**src/rtl/vape_pkg.sv**
```systemverilog
// Shared definitions for the VAPE monitor family: FSM encoding, default widths
// and the protected address ranges also used by the immutability monitor.
package vape_pkg;

    typedef enum logic [1:0] {
        ST_IDLE = 2'd0,
        ST_RUN  = 2'd1,
        ST_DONE = 2'd2,
        ST_FAIL = 2'd3
    } vape_state_t;

    localparam int CNT_W_DEF = 8;

    localparam logic [15:0] METADATA_MIN = 16'h0140;
    localparam logic [15:0] METADATA_MAX = 16'h0160;
    localparam logic [15:0] IVT_MIN      = 16'hFFE0;
    localparam logic [15:0] IVT_MAX      = 16'hFFFF;

    function automatic logic in_range(input logic [15:0] a,
                                      input logic [15:0] lo,
                                      input logic [15:0] hi);
        return (a >= lo) && (a <= hi);
    endfunction

endpackage

```
**src/rtl/vape_exec_flag_if.sv**
```systemverilog
// Attestation snapshot handshake between the attestation engine (master)
// and the EXEC flag block (slave).
interface vape_exec_flag_if #(parameter int CNT_W = vape_pkg::CNT_W_DEF) ();
    logic             att_req;
    logic             att_ack;
    logic             att_valid;
    logic             att_exec;
    logic [CNT_W-1:0] att_count;

    modport master (output att_req, att_ack,
                    input  att_valid, att_exec, att_count);
    modport slave  (input  att_req, att_ack,
                    output att_valid, att_exec, att_count);
endinterface

```
**src/rtl/vape_att_snapshot.sv**
```systemverilog
// Req/valid/ack register slice: captures flag and count on request and holds
// them stable until the attestation engine acknowledges.
module vape_att_snapshot #(
    parameter int CNT_W = 8
) (
    input  logic             clk,
    input  logic             reset,
    input  logic             i_req,
    input  logic             i_ack,
    input  logic             i_exec,
    input  logic [CNT_W-1:0] i_count,
    output logic             o_valid,
    output logic             o_exec,
    output logic [CNT_W-1:0] o_count,
    output logic             o_ack_taken
);
    logic             r_valid;
    logic             r_exec;
    logic [CNT_W-1:0] r_count;

    assign o_valid     = r_valid;
    assign o_exec      = r_exec;
    assign o_count     = r_count;
    assign o_ack_taken = r_valid & i_ack;

    // While valid, a request is ignored; an ack drops valid (and wins over a request).
    always_ff @(posedge clk or posedge reset) begin
        if (reset) begin
            r_valid <= 1'b0;
            r_exec  <= 1'b0;
            r_count <= '0;
        end else if (r_valid) begin
            if (i_ack) r_valid <= 1'b0;
        end else if (i_req) begin
            r_valid <= 1'b1;
            r_exec  <= i_exec;
            r_count <= i_count;
        end
    end

endmodule

```
**src/rtl/vape_exec_flag.sv**
```systemverilog
// Tracks whole-run execution of the Executable Region, producing a sticky EXEC
// flag and a saturating completed-run counter, snapshotted for attestation.
module vape_exec_flag
    import vape_pkg::*;
#(
    parameter int CNT_W        = CNT_W_DEF,
    parameter bit CLEAR_ON_ACK = 1'b1
) (
    input  logic              clk,
    input  logic              reset,
    input  logic [15:0]       pc,
    input  logic [15:0]       ER_min,
    input  logic [15:0]       ER_max,
    input  logic              exec_immut,
    input  logic              exec_atomic,
    input  logic              exec_outp,
    input  logic              irq,
    output logic              exec_flag,
    output logic [CNT_W-1:0]  run_count,
    vape_exec_flag_if.slave   att
);
    vape_state_t      r_state;
    logic [15:0]      r_prev_pc;
    logic             r_exec_flag;
    logic [CNT_W-1:0] r_run_count;

    vape_state_t w_next_fsm;
    vape_state_t w_next;
    logic        w_inc;
    logic        w_ack_taken;
    logic        w_clear;

    function automatic logic [CNT_W-1:0] sat_inc(input logic [CNT_W-1:0] v);
        return (&v) ? v : v + 1'b1;
    endfunction

    wire w_exec_all    = exec_immut & exec_atomic & exec_outp;
    wire w_in_er       = in_range(pc, ER_min, ER_max);
    wire w_prev_in_er  = in_range(r_prev_pc, ER_min, ER_max);
    wire w_cfg_bad     = ER_min > ER_max;
    // prev_pc inside ER suppresses entry: covers loops back to ER_min and stalled pc.
    wire w_fresh_entry = (pc == ER_min) && !w_prev_in_er && w_exec_all;
    wire w_mid_entry   = w_in_er && (pc != ER_min) && !w_prev_in_er;

    assign w_clear = CLEAR_ON_ACK && w_ack_taken;

    always_comb begin
        w_next_fsm = r_state;
        w_inc      = 1'b0;
        if (w_cfg_bad) begin
            w_next_fsm = ST_FAIL;
        end else if (w_fresh_entry) begin
            w_next_fsm = ST_RUN;
        end else begin
            case (r_state)
                ST_RUN: begin
                    if (!w_exec_all || irq) begin
                        w_next_fsm = ST_FAIL;
                    end else if (!w_in_er) begin
                        if (r_prev_pc == ER_max) begin
                            w_next_fsm = ST_DONE;
                            w_inc      = 1'b1;
                        end else begin
                            w_next_fsm = ST_FAIL;
                        end
                    end
                end
                ST_DONE: begin
                    if (!w_exec_all || w_mid_entry) w_next_fsm = ST_FAIL;
                end
                ST_IDLE: begin
                    if (w_mid_entry) w_next_fsm = ST_FAIL;
                end
                default: w_next_fsm = r_state;
            endcase
        end
    end

    // The ack clear only retires a DONE that nothing else moved this cycle.
    always_comb begin
        w_next = w_next_fsm;
        if (w_clear && (r_state == ST_DONE) && (w_next_fsm == ST_DONE))
            w_next = ST_IDLE;
    end

    always_ff @(posedge clk or posedge reset) begin
        if (reset) begin
            r_state     <= ST_IDLE;
            r_prev_pc   <= 16'h0000;
            r_exec_flag <= 1'b0;
            r_run_count <= '0;
        end else begin
            r_state     <= w_next;
            r_prev_pc   <= pc;
            r_exec_flag <= (w_next == ST_DONE);
            if (w_clear)
                r_run_count <= '0;
            else if (w_inc)
                r_run_count <= sat_inc(r_run_count);
        end
    end

    assign exec_flag = r_exec_flag;
    assign run_count = r_run_count;

    vape_att_snapshot #(.CNT_W(CNT_W)) u_snap (
        .clk         (clk),
        .reset       (reset),
        .i_req       (att.att_req),
        .i_ack       (att.att_ack),
        .i_exec      (r_exec_flag),
        .i_count     (r_run_count),
        .o_valid     (att.att_valid),
        .o_exec      (att.att_exec),
        .o_count     (att.att_count),
        .o_ack_taken (w_ack_taken)
    );

endmodule

```
**src/flat_wrapper.sv**
```systemverilog
// flat-port wrapper written by rule: the top's interface ports become plain ports
module vape_exec_flag_flat import vape_pkg::*;
#(
    parameter int CNT_W        = CNT_W_DEF,
    parameter bit CLEAR_ON_ACK = 1'b1
)
  (clk, reset, pc, ER_min, ER_max, exec_immut, exec_atomic, exec_outp, irq, exec_flag, run_count, att_att_req, att_att_ack, att_att_valid, att_att_exec, att_att_count);
  vape_exec_flag_if #(.CNT_W(CNT_W)) att_i ();
  input  logic clk;
  input  logic reset;
  input  logic [15:0] pc;
  input  logic [15:0] ER_min;
  input  logic [15:0] ER_max;
  input  logic exec_immut;
  input  logic exec_atomic;
  input  logic exec_outp;
  input  logic irq;
  output logic exec_flag;
  output logic [CNT_W-1:0] run_count;
  input wire logic [$bits(att_i.att_req)-1:0] att_att_req;
  input wire logic [$bits(att_i.att_ack)-1:0] att_att_ack;
  output wire logic [$bits(att_i.att_valid)-1:0] att_att_valid;
  output wire logic [$bits(att_i.att_exec)-1:0] att_att_exec;
  output wire logic [$bits(att_i.att_count)-1:0] att_att_count;
  assign att_i.att_req = att_att_req;
  assign att_i.att_ack = att_att_ack;
  assign att_att_valid = att_i.att_valid;
  assign att_att_exec = att_i.att_exec;
  assign att_att_count = att_i.att_count;
  vape_exec_flag #(.CNT_W(CNT_W), .CLEAR_ON_ACK(CLEAR_ON_ACK)) u_core (.clk(clk), .reset(reset), .pc(pc), .ER_min(ER_min), .ER_max(ER_max), .exec_immut(exec_immut), .exec_atomic(exec_atomic), .exec_outp(exec_outp), .irq(irq), .exec_flag(exec_flag), .run_count(run_count), .att(att_i));
endmodule
```
**config.mk**
```make
export PLATFORM = sky130hd
export DESIGN_NAME = vape_exec_flag_flat
export DESIGN_NICKNAME = d
export VERILOG_FILES = /design/src/rtl/vape_pkg.sv /design/src/rtl/vape_exec_flag_if.sv /design/src/rtl/vape_att_snapshot.sv /design/src/rtl/vape_exec_flag.sv /design/src/flat_wrapper.sv
export SDC_FILE = /design/constraint.sdc
export NUM_CORES = 1
export LEC_CHECK = 0
export BUFFER_PORTS_ARGS = -buffer_cell sky130_fd_sc_hd__clkbuf_2
export CAP_MARGIN = 0
export CELL_PAD_IN_SITES_DETAIL_PLACEMENT = 0
export CELL_PAD_IN_SITES_GLOBAL_PLACEMENT = 2
export CORE_ASPECT_RATIO = 1.75
export CORE_MARGIN = 2
export CORE_UTILIZATION = 25
export DETAILED_ROUTE_END_ITERATION = 8
export PLACE_DENSITY = 0.64
export SLEW_MARGIN = 10
export SYNTH_ARGS = -nofsm -noshare
export SYNTH_HDL_FRONTEND = slang
export SYNTH_SLANG_ARGS = --single-unit
```
**constraint.sdc**
```tcl
create_clock -name clk -period 5.95 [get_ports clk]
set_input_delay 0.595 -clock clk [delete_from_list [all_inputs] [get_ports clk]]
set_output_delay 0.595 -clock clk [all_outputs]
set_load 0.01 [all_outputs]
```
==> impl_results.md <==
- TritonCTS buffer count: 5
- Postcts setup bufs: 0
- Clock period minus worst slack: 3140 ps
- # hold bufs at CTS: 0
- Setup violators final: 0
- Number of max-cap violations: 0
- Worst slack at placement: 2490 ps
- Primary FF master, synth: dfrtp_1
- Total number of vias: 2,854
- Design area: 3970 sq um
- Highest Clock Rate: 319 MHz
- Final #Nets: 557
- Reg2reg start: u_core.r_prev_pc[15]
- Met3 Use GR: 1.95%
- Worst Skew: 7.09 ps
- Starting density of the core: 25.3%
- Initial antenna violation count: 0
- Sequential share of power: 37.7%
- Internal power: 0.483 mW
- Total GRT Usage: 14.7%
- Gpl congestion: 0.780
- Fin. Hold Viols: 0
- Cells after Synth: 340
- Post-synth EDFFs: 0
- Area occupied by multi-input gates: 2170 sq um
- Iteration-0 DRC Markers: 60
- Mean Syn Cell Area: 9.54 sq um
- Largest net degree at the start of global routing: 38
- WL/cell: 16.6 um
- Synth warnings: 0
- Root Driver: clkbuf_16
- Synth async-reset ratio: 100%
- Power share of the combinational group: 25.1%
- First-pass iteration count of the detailed router: 4
- Register area: 926 sq um
- Sw Share: 30.9%
- Clk Latency, worst-skew pair: 290 ps
- H-tree levels: 2
- RSZ-0062 raised after global routing: false
- Die Width: 90.1 um
- Synthesized cell area: 3240 sq um
- Sum Neg Setup Slack: 0 ps
- Routed vias/inst: 4.82
- Max-slew headroom: 67.0%
- Period utilization: 52.7%
- Power after layout: 0.699 mW
- Type of origin of the critical path: primary input
- Syn nets: 477
- Worst reg-to-reg path cell count: 8
- Global-route wire length before repair: 15.9 mm
- Sequential cell area fraction in the yosys report: 28.5%
- CTS Buffer Depth: 2
- Critical Path AT: 3350 ps
- Layout area overhead: 22.3%
- Setup CP Type: in2reg
- CP Launch Point: ER_max[15]
- Rows: 55
- Clock power frac: 37.2%
- Gr ovfl total: 0
- Worst Tran Pin Value: 495 ps
- Gr busiest metal: met2
- CTS sink cnt: 37
- Number of global-route vias before repair: 3,132
- Post_cts resized: 0
- Detail Route Antenna Nets: 0
- Leakage: 2.06 nW
- Total die area: 13,900 sq um
- Non-Filler Instances: 592
- Final antenna diode count: 0
- Power per standard cell area: 176 nW/um^2
- Seq cells post-synth: 37
- Core Area: 12,800 sq um
- Reg clk slew, reported paths: 50 ps
- WL final: 9.82 mm
- DP Cell Count: 584
- Grt met1 use: 14.4%
- Die height: 155 um
- Worst-path fanout max: 14
- CTS tree: built
- Setup ws final: 2810 ps
- Port Buffers: 74
- Max-slew violation count: 0
- Status: complete, no violations
- Dpl cell area: 3830 sq um
- Worst setup EP type: flop
- Worst min-delay path class: in2async
- Boundary pin count: 75
- Share of layout cells above drive strength 1: 22.8%
- Filler cells: 1,415
- Residual DRC: 0
- DP HPWL: 8.56 mm
- Max rail drop VDD: 80.5 uV
- Switching pwr: 0.216 mW
- Met2 usage: 30.5%
- Critical Path RT: 6160 ps
- Synth unique cells: 48
==> logic make-up (layout without fill, tap and decap cells) <==
logic type	Yosys count	in the layout	share of synthesized area, %
XOR/XNOR	1	1	0.270
AO/OA/AOI/OAI	82	82	16.3
multiplexers	10	10	3.43
adder cells (fa/ha/maj)	81	81	31.2
buffers and inverters	39	120	4.55
flip-flops	37	37	28.5
AND/OR/NAND/NOR	90	90	15.7
==> metrics by stage <==
stage | hold slack, ps | util (%)
2_1_floorplan | 544 | -
3_3_place_gp | 486 | 29.9
3_5_place_dp | 495 | 29.9
4_1_cts | 428 | 31.0
5_1_grt | 440 | 31.0
6_report | 406 | 31.0
==> worst paths after layout <==
path                                            endpoint  slack [ps]
max in group asynchronous              u_core.r_state[0]        5200
worst min register to register      u_core.u_snap.o_exec         500
worst max register to register       u_core.run_count[7]        2870
worst min-delay path            u_core.u_snap.o_count[3]         410
worst max-delay path                 u_core.run_count[7]        2810
min in group clk                     u_core.r_prev_pc[0]         440
==> cell type report <==
| type | count | share of cell area [%] |
|---|---|---|
| tap | 171 | 5.39 |
| multi-input combinational | 264 | 54.7 |
| clock buffer | 6 | 3.25 |
| clock inverter | 2 | 0.252 |
| timing repair buffer | 75 | 9.53 |
| inverter | 37 | 3.50 |
| sequential | 37 | 23.3 |
==> worst max-delay path, stage by stage <==
cell and delay [ps]:
clkbuf_2 70, inv_1 60, ha_1 330, nand4_2 180, or4_4 610, or3_1 380
o32ai_1 160, nand4_2 360, or3_1 450, a21boi_1 140
==> cells in the mapped netlist, drive strengths merged, types with 2 or more instances <==
| cell type | count | share of area, % |
|---|---|---|
| a2111oi | 2 | 0.54 |
| nor4 | 3 | 0.58 |
| or4 | 2 | 0.58 |
| a21o | 5 | 1.2 |
| nand2b | 8 | 1.5 |
| o21ai | 11 | 1.7 |
| nand4 | 16 | 3.5 |
| nor3 | 4 | 0.62 |
| nand2 | 16 | 1.9 |
| a21boi | 2 | 0.46 |
| nor2 | 8 | 0.93 |
| o31ai | 5 | 1.2 |
| and3 | 4 | 0.77 |
| mux2 | 9 | 3.1 |
| or3 | 3 | 0.58 |
| a22oi | 2 | 0.46 |
| dfrtp | 37 | 29 |
| o211ai | 10 | 2.3 |
| a221o | 2 | 0.62 |
| nand3 | 16 | 2.5 |
| ha | 81 | 31 |
| inv | 37 | 4.3 |
| nor2b | 3 | 0.58 |
| a211oi | 2 | 0.46 |
| a21oi | 32 | 4.9 |
==> power by group through the flow <==
stage               logic [mW]  registers, mW  clock network, mW
floorplan                0.106          0.267                  0
global placement         0.177          0.268                  0
detailed placement       0.180          0.268                  0
CTS                      0.181          0.263              0.271
global route             0.204          0.264              0.281
finish                   0.175          0.264              0.260
==> cell usage in the layout, fill, tap and decap left out, types with 8 or more instances in the layout <==
master / instances
nand4_1: 14
mux2_2: 9
a21oi_1: 32
nor2_1: 8
nand3_1: 16
inv_1: 37
dfrtp_1: 37
nand2_1: 16
clkbuf_2: 74
o211ai_1: 10
nand2b_1: 8
o21ai_0: 8
ha_1: 81
==> routing by layer <==
metal	vias to the layer above	wire, um
met5	-	0
met4	0	240
met3	13	269
met2	62	5750
met1	1336	3570
li1	1443	-
==> state kept, by name, indices dropped and copies added, names as in the netlist <==
register / flops
u_core.exec_flag: 1
u_core.r_prev_pc: 16
u_core.r_state: 2
u_core.run_count: 8
u_core.u_snap.o_count: 8
u_core.u_snap.o_exec: 1
u_core.u_snap.o_valid: 1
No activity file was read; power rests on OpenSTA's default activity.
